===== src/rtl/ibuf.sv =====
// ---------------------------------------------------------------------------
// ibuf -- input buffer for the external oscillator pin.
//
// The raw pad level is passed straight through on O for use as the core
// clock net. In parallel, the pad is sampled in the osc domain to produce a
// conditioned copy for status and diagnostic logic:
//   * a SYNC_STAGES-deep synchroniser,
//   * a glitch filter that accepts a new level only after it has persisted
//     for FILTER_LEN consecutive osc edges,
//   * single-cycle rise/fall pulses on the filtered level,
//   * an activity flag that stays high for TIMEOUT cycles after each
//     filtered edge.
//
// Ports
//   osc     in   sampling clock, rising edge
//   rst_n   in   asynchronous active-low reset
//   I       in   raw pad input
//   O       out  pad input passed through, combinational
//   O_filt  out  synchronised, glitch-filtered level
//   rise    out  one-cycle pulse when O_filt goes 0->1
//   fall    out  one-cycle pulse when O_filt goes 1->0
//   active  out  a filtered edge occurred within the last TIMEOUT cycles
// ---------------------------------------------------------------------------
module ibuf #(
  parameter int SYNC_STAGES = 2,
  parameter int FILTER_LEN  = 4,
  parameter int TIMEOUT     = 24000
) (
  input  logic osc,
  input  logic rst_n,
  input  logic I,
  output logic O,
  output logic O_filt,
  output logic rise,
  output logic fall,
  output logic active
);

  localparam int FW = $clog2(FILTER_LEN + 1);
  localparam int TW = $clog2(TIMEOUT + 1);

  localparam logic [FW-1:0] FCNT_LAST = FW'(FILTER_LEN - 1);
  localparam logic [FW-1:0] FCNT_ONE  = FW'(1);
  localparam logic [TW-1:0] TCNT_LOAD = TW'(TIMEOUT);
  localparam logic [TW-1:0] TCNT_ONE  = TW'(1);

  // Pad pass-through: no register, no gating, independent of reset.
  assign O = I;

  // -------------------------------------------------------------------------
  // Synchroniser chain
  // -------------------------------------------------------------------------
  logic [SYNC_STAGES-1:0] sync_reg;
  logic                   s;

  generate
    for (genvar gi = 0; gi < SYNC_STAGES; gi++) begin : g_sync
      if (gi == 0) begin : g_first
        always_ff @(posedge osc or negedge rst_n) begin
          if (!rst_n) sync_reg[gi] <= 1'b0;
          else        sync_reg[gi] <= I;
        end
      end else begin : g_rest
        always_ff @(posedge osc or negedge rst_n) begin
          if (!rst_n) sync_reg[gi] <= 1'b0;
          else        sync_reg[gi] <= sync_reg[gi-1];
        end
      end
    end
  endgenerate

  assign s = sync_reg[SYNC_STAGES-1];

  // -------------------------------------------------------------------------
  // Glitch filter, edge pulses and activity timer
  // -------------------------------------------------------------------------
  logic          filt_reg, filt_next;
  logic [FW-1:0] fcnt_reg, fcnt_next;
  logic          rise_reg, rise_next;
  logic          fall_reg, fall_next;
  logic [TW-1:0] tcnt_reg, tcnt_next;
  logic          accept;

  // The synchronised level has differed from the filtered level for
  // FILTER_LEN consecutive edges, including this one.
  assign accept = (s != filt_reg) && (fcnt_reg == FCNT_LAST);

  always_comb begin
    filt_next = filt_reg;
    fcnt_next = fcnt_reg;
    rise_next = 1'b0;
    fall_next = 1'b0;
    tcnt_next = tcnt_reg;

    if (s == filt_reg) begin
      // Any excursion shorter than FILTER_LEN is forgotten.
      fcnt_next = '0;
    end else if (accept) begin
      filt_next = s;
      fcnt_next = '0;
    end else begin
      fcnt_next = fcnt_reg + FCNT_ONE;
    end

    // Pulses are registered alongside the filtered level so they line up
    // with the cycle in which O_filt shows its new value.
    if (accept) begin
      rise_next = s;
      fall_next = ~s;
    end

    // An accepted edge always reloads the timer, even when it is about to
    // expire, so active never drops between closely spaced edges.
    if (accept) begin
      tcnt_next = TCNT_LOAD;
    end else if (tcnt_reg != '0) begin
      tcnt_next = tcnt_reg - TCNT_ONE;
    end
  end

  always_ff @(posedge osc or negedge rst_n) begin
    if (!rst_n) begin
      filt_reg <= 1'b0;
      fcnt_reg <= '0;
      rise_reg <= 1'b0;
      fall_reg <= 1'b0;
      tcnt_reg <= '0;
    end else begin
      filt_reg <= filt_next;
      fcnt_reg <= fcnt_next;
      rise_reg <= rise_next;
      fall_reg <= fall_next;
      tcnt_reg <= tcnt_next;
    end
  end

  assign O_filt = filt_reg;
  assign rise   = rise_reg;
  assign fall   = fall_reg;
  assign active = (tcnt_reg != '0);

endmodule


===== config.mk =====
export PLATFORM = sky130hd
export DESIGN_NAME = ibuf
export DESIGN_NICKNAME = d
export VERILOG_FILES = /design/src/rtl/ibuf.sv
export SDC_FILE = /design/constraint.sdc
export NUM_CORES = 1
export LEC_CHECK = 0
export ABC_AREA = 1
export CORE_MARGIN = 2
export CORE_UTILIZATION = 57
export DETAILED_ROUTE_END_ITERATION = 8
export PLACE_DENSITY = 0.75
export SETUP_SLACK_MARGIN = 0.3
export SLEW_MARGIN = 10
export SYNTH_ARGS = -nofsm -noshare
export SYNTH_HDL_FRONTEND = slang
export SYNTH_SLANG_ARGS = --single-unit

===== constraint.sdc =====
create_clock -name osc -period 1.8 [get_ports osc]
set_input_delay 0.36 -clock osc [delete_from_list [all_inputs] [get_ports osc]]
set_output_delay 0.36 -clock osc [all_outputs]
set_load 0.005 [all_outputs]

==> results of run 1 <==
## through the flow
step | area (um^2) | setup slack, ns | total power [uW]
finish | 1580 | 0.0986 | 2220
global route | 1580 | 0.0456 | 2390
CTS | 1480 | 0.102 | 2070
detailed placement | 1350 | 0.0393 | 1640
global placement | 1350 | 0.0740 | 1600
floorplan | 1220 | 0.397 | 1420
## worst max-delay path, cell delays in order, from the launching register on
cell,delay [ns]
dfrtp_1,0.43
nor2_2,0.17
nand2_2,0.12
nor2_4,0.13
nand2_4,0.06
buf_6,0.11
## layer usage
layer  wire length, um  up-vias
li1                  -      535
met1              1230      532
met2              1440       30
met3                94        7
met4                61        0
met5                 0        -
## cell families after synthesis
| group | count (synthesis) |
|---|---|
| AOI/OAI and AO/OA | 8 |
| xor gates and xnor gates | 1 |
| adders and majority gates | 2 |
| buffers and inverters | 24 |
| DFF | 23 |
| and+or+nand+nor | 90 |
## report_power, final
part           switching (uW)  total, uW  internal (uW)
logic                     573       1100            523
registers                 174        884            710
clock network             158        245           86.8
total                     904       2220           1320
## area by class of cell
type	count	share of cell area
Sequential cell	23	0.365
Tap cell	27	0.0214
Timing Repair Buffer	34	0.173
Multi-Input combinational cell	101	0.371
Clock buffer	4	0.0166
Inverter	22	0.0539
## cells in the final DEF (no fill, tap or decap), types with 4 or more instances in the layout
cell	Yosys	routed
nand2_1	31	29
buf_4	2	27
dfrtp_1	23	23
inv_1	18	17
nor2_1	16	13
nand3_1	13	13
nor2_2	9	10
nand2_2	4	6
nor2_4	3	5
inv_2	4	4
nand4_1	4	4
## final timing paths
check                                        start                       end  cells past startpoint
max                        tcnt_reg[4]$_DFFE_PN0P_                    active                      5
min                          sync_reg[0]$_DFF_PN0_               s$_DFF_PN0_                      0
max reg2reg                tcnt_reg[0]$_DFFE_PN0P_  tcnt_reg[11]$_DFFE_PN0P_                      9
min reg2reg                  sync_reg[0]$_DFF_PN0_               s$_DFF_PN0_                      0
max in group asynchronous                    rst_n   tcnt_reg[2]$_DFFE_PN0P_                      2
min in group asynchronous                    rst_n     fcnt_reg[2]$_DFF_PN0_                      2
## timing repair
| action | in CTS | in global routing |
|---|---|---|
| pin swaps | 4 | 6 |
| endpoints found under the setup margin | 5 | 7 |
| hold endpoints to repair | 0 | 0 |
| buffers inserted | 10 | 11 |
| resized for setup | 16 | 5 |
==> impl_metrics.json, run 1 <==
{
  "outcome": "finished, final reports clean",
  "cp.required_ns": 1.44,
  "first_global_vias": 1091,
  "finalHoldViolations": 0,
  "hp-class": "reg -> reg",
  "relSlewSlack": 0.798,
  "htreeDepth": 1,
  "grt_busiest_layer": "met2",
  "dp_cells": 186,
  "leakage_uw": 0.000803,
  "wl_um": 2830,
  "tns_ns": 0,
  "fin_crit_ns": 1.70,
  "antenna_cells": 0,
  "drv_slew": 0,
  "crit_path_start_kind": "flip-flop",
  "grt_first_pass_wirelength_um": 4710,
  "synth-edff-count": 0,
  "grt_usage": 0.251,
  "synthCells": 148,
  "die_area_um2": 2520,
  "post-route-drc-count": 0,
  "yosys_register_bits": 23,
  "cts_hold_buf": 0,
  "area_growth_pct": 29.8,
  "synth_xor_area_frac": 0.00720,
  "setup_violations": 0,
  "cts_root_buffer": "clkbuf_4",
  "yosysMostFrequentCell": "nand2_1",
  "synth_top_family_by_area": "simple AND/OR/NAND/NOR gates",
  "gp_congestion": 0.856,
  "numCtsBuffers": 3,
  "viasPerCell": 5.23,
  "synth_compound_area_frac": 0.0329,
  "cap_violations": 0,
  "wl_per_cell_um": 13.4,
  "first_iter_violations": 42,
  "worst_pin_slew_ns": 0.303,
  "antenna_found_initial": 0,
  "max_freq_mhz": 588,
  "die_height_um": 50.2,
  "yosysUniqueCellTypes": 22,
  "yosysTopAreaCellShare": 0.473,
  "peakVddDrop_uv": 1040,
  "worst_clock_skew_ns": 0.0133,
  "cp-end-kind": "primary output",
  "synth_flop_cell": "dfrtp_1",
  "port_buffers": 7,
  "multiInputGateArea_um2": 586,
  "final_core_util": 0.797,
  "grt_util_met3": 0.0446,
  "whs_ns": 0.374,
  "use_met2": 0.421,
  "syn_area_um2": 1220,
  "synthSimpleGateAreaFrac": 0.386,
  "yosysWarnings": 0,
  "path_class": "reg -> out",
  "final_cells": 211,
  "post-synth-top-area-cell": "dfrtp_1",
  "cp_max_fo": 3,
  "overflow": 0,
  "synthTopCellsByCount": "31 x nand2_1, 23 x dfrtp_1, 18 x inv_1, 16 x nor2_1, 13 x nand3_1",
  "met1_usage": 0.304,
  "syn-num-nets": 153,
  "power.density_nw_per_um2": 1410,
  "synth_adder_area_share": 0.0206,
  "arrival_ns": 1.34,
  "dp_hpwl_um": 1760,
  "firstDrtPassIters": 5,
  "initial_core_util": 0.614,
  "clkSinkCount": 23,
  "insertion_delay_ns": 0.32,
  "drtAntennaViolNets": 0,
  "avgSynthCellArea_um2": 8.22,
  "synth.area.mux_share": 0,
  "post-route-period-util": 0.945,
  "rows": 16,
  "async_flop_share": 1.00,
  "clockBufferDepth": 2,
  "coreArea_um2": 1980,
  "io_pins": 8,
  "largest_register_ff_count": 15,
  "synthTopCellsByArea": "dfrtp_1 47%, nand2_1 9.6%, inv_1 5.6%",
  "rrSetupSlack_ns": 0.32,
  "die_width_um": 50.2,
  "rsz0062_at_grt": "true",
  "cts_tree": "built",
  "n_fill_cell": 130,
  "nets": 190,
  "drive_above_1_share": 0.337,
  "vias": 1104,
  "seq_area_frac_synth": 0.473,
  "clk_pin_slew_ns": 0.13,
  "grt_max_degree": 24,
  "seq_area_um2": 576
}
(Power assumes the default switching activity.)
==> run 2: changes to the inputs <==
--- a/config.mk
+++ b/config.mk
@@ -5,9 +5,9 @@
 export SDC_FILE = /design/constraint.sdc
 export NUM_CORES = 1
 export LEC_CHECK = 0
-export ABC_AREA = 1
+export ABC_AREA = 0
 export CORE_MARGIN = 2
-export CORE_UTILIZATION = 57
+export CORE_UTILIZATION = 56
 export DETAILED_ROUTE_END_ITERATION = 8
 export PLACE_DENSITY = 0.75
 export SETUP_SLACK_MARGIN = 0.3
==> run 2 against run 1 <==
The flow now finishes with violations (negative setup slack). Worst hold slack worse by 0.012 ns. Critical path depth increased by 1. Clock power grew 7%. Clock skew shrank 0.012 ns. Count of clock-buffer cells in the layout is 1 lower. Total power up 7.2%. Synthesized area fell by 9.5%. Cell count is 16% lower. Core utilization rose by 6.1 points. Critical endpoint unchanged. Largest power group unchanged.
==> impl_metrics.json, run 2 <==
{
  "outcome": "finished with violations",
  "violations": "negative setup slack",
  "nets": 157,
  "crit_slowest_cell": "dfrtp_1",
  "critPathBufInv": 3,
  "n_fill_cell": 89,
  "cp_max_fo": 2,
  "rows": 16,
  "final_cells": 178,
  "leakage_uw": 0.000722,
  "clk_pin_slew_ns": 0.14,
  "worst_pin_slew_ns": 0.378,
  "tns_ns": -1.28,
  "wl_um": 3390,
  "yosysMostFrequentCell": "dfrtp_1",
  "gp_congestion": 0.864,
  "synthTopCellsByArea": "dfrtp_1 52%, or3_1 4.0%, a21oi_1 3.2%",
  "firstDrtPassIters": 4,
  "viasPerCell": 5.96,
  "path_class": "reg -> out",
  "largest_register_ff_count": 15,
  "port_buffers": 7,
  "yosysTopAreaCellShare": 0.523,
  "cts_hold_buf": 0,
  "drtAntennaViolNets": 0,
  "pre_cts_ws_ns": -0.127,
  "die_height_um": 48.3,
  "max_freq_mhz": 488,
  "yosys_register_bits": 23,
  "insertion_delay_ns": 0.33,
  "slowest_delay_ns": 0.43,
  "relSlewSlack": 0.746,
  "hp-class": "in -> async",
  "yosysUniqueCellTypes": 33,
  "drv_slew": 0,
  "numCtsBuffers": 3,
  "crit_cells": 6,
  "cts_tree": "built",
  "post-route-drc-count": 0,
  "die_width_um": 48.3,
  "peakVddDrop_uv": 1320,
  "power.density_nw_per_um2": 1460,
  "vias": 1060,
  "grt_first_pass_wirelength_um": 4560,
  "clkSinkCount": 23,
  "setup_violations": 11,
  "post-synth-top-area-cell": "dfrtp_1",
  "layout.cells.most_common": "buf_4",
  "cp.required_ns": 1.44,
  "synthCells": 109,
  "overflow": 0,
  "cp_cell_sequence": "inv_2, ha_4, nor4b_4, and4_4, inv_2, buf_6",
  "syn_area_um2": 1100,
  "io_pins": 8,
  "fin_crit_ns": 2.05,
  "wl_per_cell_um": 19.0,
  "synth_flop_cell": "dfrtp_1",
  "worst_slack_ns": -0.247,
  "yosysWarnings": 0,
  "rsz0062_at_grt": "true",
  "first_global_vias": 1007,
  "finalHoldViolations": 0,
  "drive_above_1_share": 0.464,
  "post-route-period-util": 1.14,
  "cpLargestDelayFamily": "simple AND/OR/NAND/NOR gates",
  "coreArea_um2": 1900,
  "crit_path_start_kind": "flip-flop",
  "initial_core_util": 0.579,
  "cp-end-kind": "primary output",
  "synthTopCellsByCount": "23 x dfrtp_1, 8 x nand2_1, 7 x a21oi_1, 7 x or3_1, 6 x nand3_1",
  "cap_violations": 0,
  "async_flop_share": 1.00,
  "syn-num-nets": 114,
  "grt_usage": 0.256,
  "worst_clock_skew_ns": 0.00161,
  "cpMostUsedCell": "inv_2",
  "die_area_um2": 2340,
  "dp_cells": 160,
  "avgSynthCellArea_um2": 10.1,
  "final_core_util": 0.858,
  "first_iter_violations": 36,
  "seq_area_frac_synth": 0.523,
  "dp_hpwl_um": 1640,
  "htreeDepth": 1,
  "clockBufferDepth": 2,
  "rr_worst_depth": 9,
  "area_growth_pct": 48.2,
  "synth-edff-count": 0,
  "grt_max_degree": 24,
  "cts_root_buffer": "clkbuf_4",
  "arrival_ns": 1.69,
  "layout_common_cells": "29 x buf_4, 23 x dfrtp_1, 7 x nand2_1",
  "antenna_found_initial": 0,
  "antenna_cells": 0
}
[run 2: cell count changes in the layout (fill, tap and decap cells not counted), sizes merged, moves of 4 or more]
cell	before	now
nand2	36	8
a21oi	3	7
nand3	16	6
inv	22	3
nand2b	0	4
or3	0	7
o21ai	5	10
buf	28	37
nor2	28	5
[run 2: area by class of cell]
| class | instances | area (um^2) | share of cell area |
|---|---|---|---|
| well taps | 27 | 33.8 | 0.0207 |
| inverters | 3 | 11.3 | 0.00690 |
| clock inverters | 1 | 7.51 | 0.00460 |
| multi-input cells | 78 | 598 | 0.367 |
| clock buffers | 3 | 22.5 | 0.0138 |
| flip-flops and latches | 23 | 576 | 0.353 |
| repair buffers | 43 | 383 | 0.235 |
[run 2: final timing paths]
path                                              start                       end  slack, ns
worst max-delay path            tcnt_reg[0]$_DFFE_PN0P_                    active      -0.25
worst min-delay path                              rst_n  tcnt_reg[12]$_DFFE_PN0P_       0.36
worst max register to register  tcnt_reg[0]$_DFFE_PN0P_  tcnt_reg[13]$_DFFE_PN0P_      -0.18
worst min register to register    sync_reg[0]$_DFF_PN0_               s$_DFF_PN0_       0.38
max in group asynchronous                         rst_n   tcnt_reg[1]$_DFFE_PN0P_       1.22
min in group osc                  sync_reg[0]$_DFF_PN0_               s$_DFF_PN0_       0.38
[run 2: worst register-to-register path, delay by kind of cell (launching register included)]
family / cells / cell delay, ns
fa+ha+maj: 1 / 0.16
flops: 1 / 0.41
simple gates: 4 / 0.90
buf+inv: 4 / 0.44
[run 2: metrics by stage]
stage | cell area, um^2 | total power (uW) | hold slack (ns)
2_1_floorplan | 1110 | 1320 | 0.0644
3_3_place_gp | 1340 | 1680 | 0.342
3_5_place_dp | 1340 | 1730 | 0.338
4_1_cts | 1500 | 2070 | 0.374
5_1_grt | 1630 | 2510 | 0.393
6_report | 1630 | 2380 | 0.363
[run 2: kinds of logic (layout without fill, tap and decap cells)]
group	Yosys count	in the layout	synth area share
and+or+nand+nor	54	54	0.299
DFF	23	23	0.523
AOI/OAI and AO/OA	21	21	0.107
buffers and inverters	8	50	0.0409
adders and majority gates	2	2	0.0227
xor gates and xnor gates	1	1	0.00796
[run 2: timing repair]
action	CTS	global route
gates resized for setup	22	25
cloned	1	0
pin swaps	12	9
endpoints found under the setup margin	19	18
setup buffers	8	5
[run 2: report_power, final]
group / switching (uW) / internal [uW]
clock network: 178 / 85.2
registers: 201 / 707
logic: 568 / 643
[run 2: routing by layer]
metal  track usage  share of wire  up-vias
li1              -              -      483
met1         0.320           0.40      505
met2         0.435           0.50       54
met3        0.0494          0.054       18
met4         0.114          0.051        0
met5             0              0        -
